--- src/rtl/stack_pkg.sv ---
// Shared definitions for the stack command front-end: op encodings, FSM states, counter sizing.
// STACK_CMD_CLEAR_EN adds the CLR state used by the CLEAR command.
package stack_pkg;

   localparam logic [1:0] OP_PUSH  = 2'b00;
   localparam logic [1:0] OP_POP   = 2'b01;
   localparam logic [1:0] OP_RSVD  = 2'b10;
   localparam logic [1:0] OP_CLEAR = 2'b11;

   typedef enum logic [2:0] {
      StIdle,
      StPush,
      StPop,
      StResp
`ifdef STACK_CMD_CLEAR_EN
      , StClr
`endif
   } state_e;

   function automatic int unsigned cnt_width(input int unsigned depth);
      return $clog2(depth + 1);
   endfunction

endpackage

--- src/rtl/stack_cmd_ctrl_if.sv ---
// Command, response and stack-side signals of the stack command front-end.
// slave: the controller; master: the upstream/stack side.
interface stack_cmd_ctrl_if #(
   parameter int DATA_WIDTH = 8,
   parameter int CNT_WIDTH  = 3
);
   logic                  cmd_valid;
   logic                  cmd_ready;
   logic [1:0]            cmd_op;
   logic [DATA_WIDTH-1:0] cmd_data;
   logic                  stk_push;
   logic                  stk_pop;
   logic [DATA_WIDTH-1:0] stk_write_data;
   logic [DATA_WIDTH-1:0] stk_read_data;
   logic                  rsp_valid;
   logic                  rsp_ready;
   logic [DATA_WIDTH-1:0] rsp_data;
   logic                  rsp_err;
   logic [CNT_WIDTH-1:0]  count;
   logic                  full;
   logic                  empty;

   modport slave (
      input  cmd_valid, cmd_op, cmd_data, stk_read_data, rsp_ready,
      output cmd_ready, stk_push, stk_pop, stk_write_data, rsp_valid, rsp_data, rsp_err,
             count, full, empty
   );

   modport master (
      output cmd_valid, cmd_op, cmd_data, stk_read_data, rsp_ready,
      input  cmd_ready, stk_push, stk_pop, stk_write_data, rsp_valid, rsp_data, rsp_err,
             count, full, empty
   );
endinterface

--- src/rtl/stack_cmd_ctrl.sv ---
// Push/pop command front-end for a LIFO stack with its own occupancy count and one response per
// command. Defining STACK_CMD_CLEAR_EN turns op 11 into CLEAR; otherwise op 11 is rejected.
module stack_cmd_ctrl
   import stack_pkg::*;
#(
   parameter int DATA_WIDTH = 8,
   parameter int STACK_SIZE = 4,
   parameter int CNT_WIDTH  = cnt_width(STACK_SIZE)
) (
   input logic             clk,
   input logic             reset,
   stack_cmd_ctrl_if.slave bus
);

   localparam logic [CNT_WIDTH-1:0] L_FULL = CNT_WIDTH'(STACK_SIZE);
   localparam logic [CNT_WIDTH-1:0] L_ONE  = CNT_WIDTH'(1);

   state_e                r_state;
   state_e                w_state_d;
   logic [CNT_WIDTH-1:0]  r_count;
   logic                  r_stk_push;
   logic                  r_stk_pop;
   logic [DATA_WIDTH-1:0] r_wdata;
   logic [DATA_WIDTH-1:0] r_rsp_data;
   logic                  r_rsp_err;
   logic                  w_full;
   logic                  w_empty;
   logic                  w_accept;
   logic                  w_reject;
   logic                  w_pop_next;

   assign w_full   = (r_count == L_FULL);
   assign w_empty  = (r_count == '0);
   assign w_accept = bus.cmd_valid && (r_state == StIdle);

   always_ff @(posedge clk) begin
      if (reset) begin
         r_state <= StIdle;
      end else begin
         r_state <= w_state_d;
      end
   end

   always_comb begin
      w_state_d = r_state;
      w_reject  = 1'b0;
      unique case (r_state)
         StIdle: begin
            if (bus.cmd_valid) begin
               case (bus.cmd_op)
                  OP_PUSH: begin
                     w_reject  = w_full;
                     w_state_d = w_full ? StResp : StPush;
                  end
                  OP_POP: begin
                     w_reject  = w_empty;
                     w_state_d = w_empty ? StResp : StPop;
                  end
`ifdef STACK_CMD_CLEAR_EN
                  // Clearing an empty stack is a successful no-op.
                  OP_CLEAR: w_state_d = w_empty ? StResp : StClr;
`endif
                  default: begin
                     w_reject  = 1'b1;
                     w_state_d = StResp;
                  end
               endcase
            end
         end
         StPush:  w_state_d = StResp;
         StPop:   w_state_d = StResp;
`ifdef STACK_CMD_CLEAR_EN
         StClr:   w_state_d = (r_count == L_ONE) ? StResp : StClr;
`endif
         StResp:  w_state_d = bus.rsp_ready ? StIdle : StResp;
         default: w_state_d = StIdle;
      endcase
   end

`ifdef STACK_CMD_CLEAR_EN
   assign w_pop_next = (w_state_d == StPop) || (w_state_d == StClr);
`else
   assign w_pop_next = (w_state_d == StPop);
`endif

   // Stack pulses are registered from the next state so each lands in the matching state cycle.
   always_ff @(posedge clk) begin
      if (reset) begin
         r_count    <= '0;
         r_stk_push <= 1'b0;
         r_stk_pop  <= 1'b0;
         r_wdata    <= '0;
         r_rsp_data <= '0;
         r_rsp_err  <= 1'b0;
      end else begin
         r_stk_push <= (w_state_d == StPush);
         r_stk_pop  <= w_pop_next;
         case (r_state)
            StIdle: begin
               if (w_accept) begin
                  if (w_state_d == StPush) begin
                     r_wdata <= bus.cmd_data;
                  end
                  if (w_state_d == StResp) begin
                     r_rsp_err  <= w_reject;
                     r_rsp_data <= '0;
                  end
               end
            end
            StPush: begin
               r_count    <= r_count + L_ONE;
               r_rsp_data <= '0;
               r_rsp_err  <= 1'b0;
            end
            StPop: begin
               r_count    <= r_count - L_ONE;
               r_rsp_data <= bus.stk_read_data;
               r_rsp_err  <= 1'b0;
            end
`ifdef STACK_CMD_CLEAR_EN
            StClr: begin
               r_count    <= r_count - L_ONE;
               r_rsp_data <= '0;
               r_rsp_err  <= 1'b0;
            end
`endif
            default: ;
         endcase
      end
   end

   always_comb begin
      bus.cmd_ready = (r_state == StIdle);
      bus.rsp_valid = (r_state == StResp);
   end

   assign bus.stk_push       = r_stk_push;
   assign bus.stk_pop        = r_stk_pop;
   assign bus.stk_write_data = r_wdata;
   assign bus.rsp_data       = r_rsp_data;
   assign bus.rsp_err        = r_rsp_err;
   assign bus.count          = r_count;
   assign bus.full           = w_full;
   assign bus.empty          = w_empty;

endmodule

--- src/flat_wrapper.sv ---
// flat-port wrapper written by rule: the top's interface ports become plain ports
module stack_cmd_ctrl_flat import stack_pkg::*;
#(
   parameter int DATA_WIDTH = 8,
   parameter int STACK_SIZE = 4,
   parameter int CNT_WIDTH  = cnt_width(STACK_SIZE)
)
  (clk, reset, bus_cmd_valid, bus_cmd_op, bus_cmd_data, bus_stk_read_data, bus_rsp_ready, bus_cmd_ready, bus_stk_push, bus_stk_pop, bus_stk_write_data, bus_rsp_valid, bus_rsp_data, bus_rsp_err, bus_count, bus_full, bus_empty);
  stack_cmd_ctrl_if #(.DATA_WIDTH(DATA_WIDTH), .CNT_WIDTH(CNT_WIDTH)) bus_i ();
  input logic clk;
  input logic reset;
  input wire logic [$bits(bus_i.cmd_valid)-1:0] bus_cmd_valid;
  input wire logic [$bits(bus_i.cmd_op)-1:0] bus_cmd_op;
  input wire logic [$bits(bus_i.cmd_data)-1:0] bus_cmd_data;
  input wire logic [$bits(bus_i.stk_read_data)-1:0] bus_stk_read_data;
  input wire logic [$bits(bus_i.rsp_ready)-1:0] bus_rsp_ready;
  output wire logic [$bits(bus_i.cmd_ready)-1:0] bus_cmd_ready;
  output wire logic [$bits(bus_i.stk_push)-1:0] bus_stk_push;
  output wire logic [$bits(bus_i.stk_pop)-1:0] bus_stk_pop;
  output wire logic [$bits(bus_i.stk_write_data)-1:0] bus_stk_write_data;
  output wire logic [$bits(bus_i.rsp_valid)-1:0] bus_rsp_valid;
  output wire logic [$bits(bus_i.rsp_data)-1:0] bus_rsp_data;
  output wire logic [$bits(bus_i.rsp_err)-1:0] bus_rsp_err;
  output wire logic [$bits(bus_i.count)-1:0] bus_count;
  output wire logic [$bits(bus_i.full)-1:0] bus_full;
  output wire logic [$bits(bus_i.empty)-1:0] bus_empty;
  assign bus_i.cmd_valid = bus_cmd_valid;
  assign bus_i.cmd_op = bus_cmd_op;
  assign bus_i.cmd_data = bus_cmd_data;
  assign bus_i.stk_read_data = bus_stk_read_data;
  assign bus_i.rsp_ready = bus_rsp_ready;
  assign bus_cmd_ready = bus_i.cmd_ready;
  assign bus_stk_push = bus_i.stk_push;
  assign bus_stk_pop = bus_i.stk_pop;
  assign bus_stk_write_data = bus_i.stk_write_data;
  assign bus_rsp_valid = bus_i.rsp_valid;
  assign bus_rsp_data = bus_i.rsp_data;
  assign bus_rsp_err = bus_i.rsp_err;
  assign bus_count = bus_i.count;
  assign bus_full = bus_i.full;
  assign bus_empty = bus_i.empty;
  stack_cmd_ctrl #(.DATA_WIDTH(DATA_WIDTH), .STACK_SIZE(STACK_SIZE), .CNT_WIDTH(CNT_WIDTH)) u_core (.clk(clk), .reset(reset), .bus(bus_i));
endmodule
--- config.mk ---
export PLATFORM = sky130hd
export DESIGN_NAME = stack_cmd_ctrl_flat
export DESIGN_NICKNAME = d
export VERILOG_FILES = /design/src/rtl/stack_pkg.sv /design/src/rtl/stack_cmd_ctrl_if.sv /design/src/rtl/stack_cmd_ctrl.sv /design/src/flat_wrapper.sv
export SDC_FILE = /design/constraint.sdc
export NUM_CORES = 1
export LEC_CHECK = 0
export ABC_AREA = 1
export CAP_MARGIN = 20
export CORE_ASPECT_RATIO = 1.5
export CORE_MARGIN = 5
export CORE_UTILIZATION = 36
export CTS_CLUSTER_DIAMETER = 60
export DETAILED_ROUTE_END_ITERATION = 16
export PLACE_DENSITY = 0.74
export RECOVER_POWER = 25
export SLEW_MARGIN = 20
export SYNTH_ARGS = -nofsm -noshare
export SYNTH_HDL_FRONTEND = slang
export SYNTH_SLANG_ARGS = --single-unit
--- constraint.sdc ---
create_clock -name clk -period 1.4 [get_ports clk]
set_input_delay 0.14 -clock clk [delete_from_list [all_inputs] [get_ports clk]]
set_output_delay 0.14 -clock clk [all_outputs]
set_load 0.05 [all_outputs]
==> run_results.csv <==
group,metric,value,unit
run_status,outcome,"complete, but fails checks",
run_status,violations,"negative setup slack",
synthesis,syn-instance-count,132,
finish,n_fill_cell,222,
cts,cts_root_buf,"clkbuf_8",
global_route,grt_pass1_vias,1051,
synthesis,synth-seq-cells,25,
cts,numCtsBuffers,3,
critical_path,critPathKind,"flip-flop to flip-flop",
finish,syn_to_final_growth,74.5,%
global_route,gr-total-overflow,0,
critical_path,worst_ep_arrival_time,1.63,ns
cts,clk_pin_slew,0.08,ns
global_route,grt_usage,15.0,%
sta,fmaxAchievable,697,MHz
synthesis,synth_top_area_share,48.0,%
finish,final_nets,219,
floorplanning,die_width,53.9,um
critical_path,critPathRequiredTime,1.60,ns
synthesis,syn_avg_cell_area,7.90,um2
power_and_ir_drop,peakVddDrop,0.839,mV
synthesis,yosysSeqAreaShare,48.0,%
synthesis,yosysTopAreaCell,"dfxtp_1",
cts,clk_path_buf_depth,2,
finish,fin_area,1820,um2
finish,drive_gt1_share,41.5,%
place,port_buffers,47,
sta,tightest_slew,0.598,ns
floorplanning,die-area,4090,um2
floorplanning,initial_utilization,36.5,%
place,place_congestion,0.890,
global_route,grt_max_degree,21,
synthesis,synth.distinct_cells,19,
global_route,grt_pass1_wl,4.61,mm
floorplanning,rows,24,
power_and_ir_drop,finalPower,1.94,mW
routing,dr.pass1.iters,4,
floorplanning,die_h,75.9,um
synthesis,syn_area,1040,um2
global_route,antenna_found_initial,0,
routing,routedWlPerCell,13.0,um
power_and_ir_drop,p_leak,0.734,nW
routing,antenna_left,0,
sta,period_share,103,%
routing,via_count,1083,
place,place_area,1630,um2
finish,ff_latch_area,518,um2
critical_path,end_kind,"flip-flop",
cts,clock_latency,0.26,ns
place,hpwlAfterDp,2.32,mm
floorplanning,ioPinCount,48,
synthesis,syn-num-nets,155,
routing,viasPerCell,4.63,
cts,hold_buffers,0,
sta,rsz0062_at_grt,"yes",
hold_path,min_path_type,"input pin to flip-flop",
cts,cts.sinks,25,
finish,utilization,63.8,%
routing,drt_iter0_markers,17,
finish,multi_input_area,591,um2
cts,h-tree-depth,1,
cts,cts_tree,"built",
sta,min_period,1.44,ns
sta,hold_violations,0,
synthesis,ys_warn_count,0,
sta,finalSetupViolCount,9,
synthesis,synth_area_leaders,"dfxtp_1, nand2_1, a21oi_1",
sta,setup_ws,-0.0355,ns
critical_path,cp_max_fo,4,
sta,relSlewSlack,60.3,%
run,maxCapViolCount,0,
sta,tns,-0.115,ns
routing,drc,0,
routing,finalWirelength,3.05,mm
sta,slew_viol_final,0,
floorplanning,core-area,2850,um2
sta,clock_skew,0.00291,ns
critical_path,crit_path_start_kind,"flip-flop",
finish,num_antenna_cells,0,
power_and_ir_drop,p_per_area,1060,nW/um2
[synthesized netlist by cell type]
master    number
nor2_2         1
o21ai_0        5
buf_4          1
nand3_4        1
dfxtp_1       25
fa_1           1
nor3_2         1
clkbuf_1       2
inv_1         13
conb_1         1
inv_2          2
nor2_1         5
nor2_4         2
nand2_4        3
a21oi_1       21
nand2_2        5
nand2_1       31
nor3_1         1
nand3_1       11
[cells by family after synthesis]
logic type                 count (synthesis)  share of synthesized area [%]
AOI/OAI and AO/OA                         26                           12.5
adders and majority gates                  1                           1.92
and+or+nand+nor                           61                           30.4
buffers and inverters                     18                           6.84
other                                      1                          0.360
DFF                                       25                           48.0
[cell usage in the layout (no fill, tap or decap), drive strengths merged]
master         instances
a21oi                 21
buf                   33
clkbuf                11
clkdlybuf4s50         21
clkinv                 1
clkinvlp               1
conb                   1
dfxtp                 25
fa                     1
inv                   13
nand2                 40
nand3                 12
nor2                   8
nor3                   2
o21ai                  5
[routing by layer]
| metal | vias up | track usage [%] | wire length [um] |
|---|---|---|---|
| li1 | 546 | - | - |
| met1 | 505 | 16.8 | 1140 |
| met2 | 28 | 26.0 | 1780 |
| met3 | 4 | 2.55 | 84 |
| met4 | 0 | 7.16 | 44 |
| met5 | - | 0 | 0 |
[critical path, stage by stage (launching register included)]
cell	delay, ns
dfxtp_4	0.38
nor2_4	0.15
nand2_2	0.10
nor2_4	0.12
nand2_1	0.08
nand2_2	0.10
clkinv_4	0.10
buf_6	0.14
buf_4	0.12
nor2_1	0.08
[path summary, 6_finish.rpt]
kind              slack, ns                  from                endpoint  cells past startpoint
setup reg to reg      -0.04     u_core.r_state[1]       u_core.r_state[1]                      9
hold reg to reg        0.45   u_core.bus.count[0]     u_core.bus.count[0]                      1
setup / recovery      -0.04     u_core.r_state[1]       u_core.r_state[1]                      9
hold / removal         0.44  bus_stk_read_data[4]  u_core.bus.rsp_data[4]                      3
[report_power, final]
| group | internal, mW | leakage [nW] | switching [mW] |
|---|---|---|---|
| clock | 0.203 | 0.0228 | 0.214 |
| combinational | 0.284 | 0.504 | 0.440 |
| sequential | 0.761 | 0.207 | 0.0345 |
[final cells by class]
cell class	instances	area share, %
Sequential cell	25	28.5
Clock buffer	4	2.48
Multi-Input combinational cell	90	32.5
Inverter	15	3.71
Timing Repair Buffer	61	30.2
Tap cell	39	2.68
[timing repair]
item	CTS	global route
resized for setup	5	34
endpoints found under the hold margin	0	0
pin swaps	0	18
setup endpoints to repair	18	23
setup buffers	0	2
cloned	0	1
[stage by stage]
step                hold WS (ns)  std cells  setup slack, ns
floorplan                  0.289        132         -0.00500
global placement           0.433        227          -0.0532
detailed placement         0.437        227          -0.0844
CTS                        0.440        231          -0.0108
global route               0.439        234           -0.111
finish                     0.437        234          -0.0355
[sequential cells by signal (all words and copies together), names as in the netlist]
signal                     flops
u_core.bus.stk_push            1
u_core.bus.rsp_data            8
u_core.r_state                 3
u_core.bus.stk_pop             1
u_core.bus.rsp_err             1
u_core.bus.stk_write_data      8
u_core.bus.count               3
Note: power is estimated with default switching activity, not from simulation.
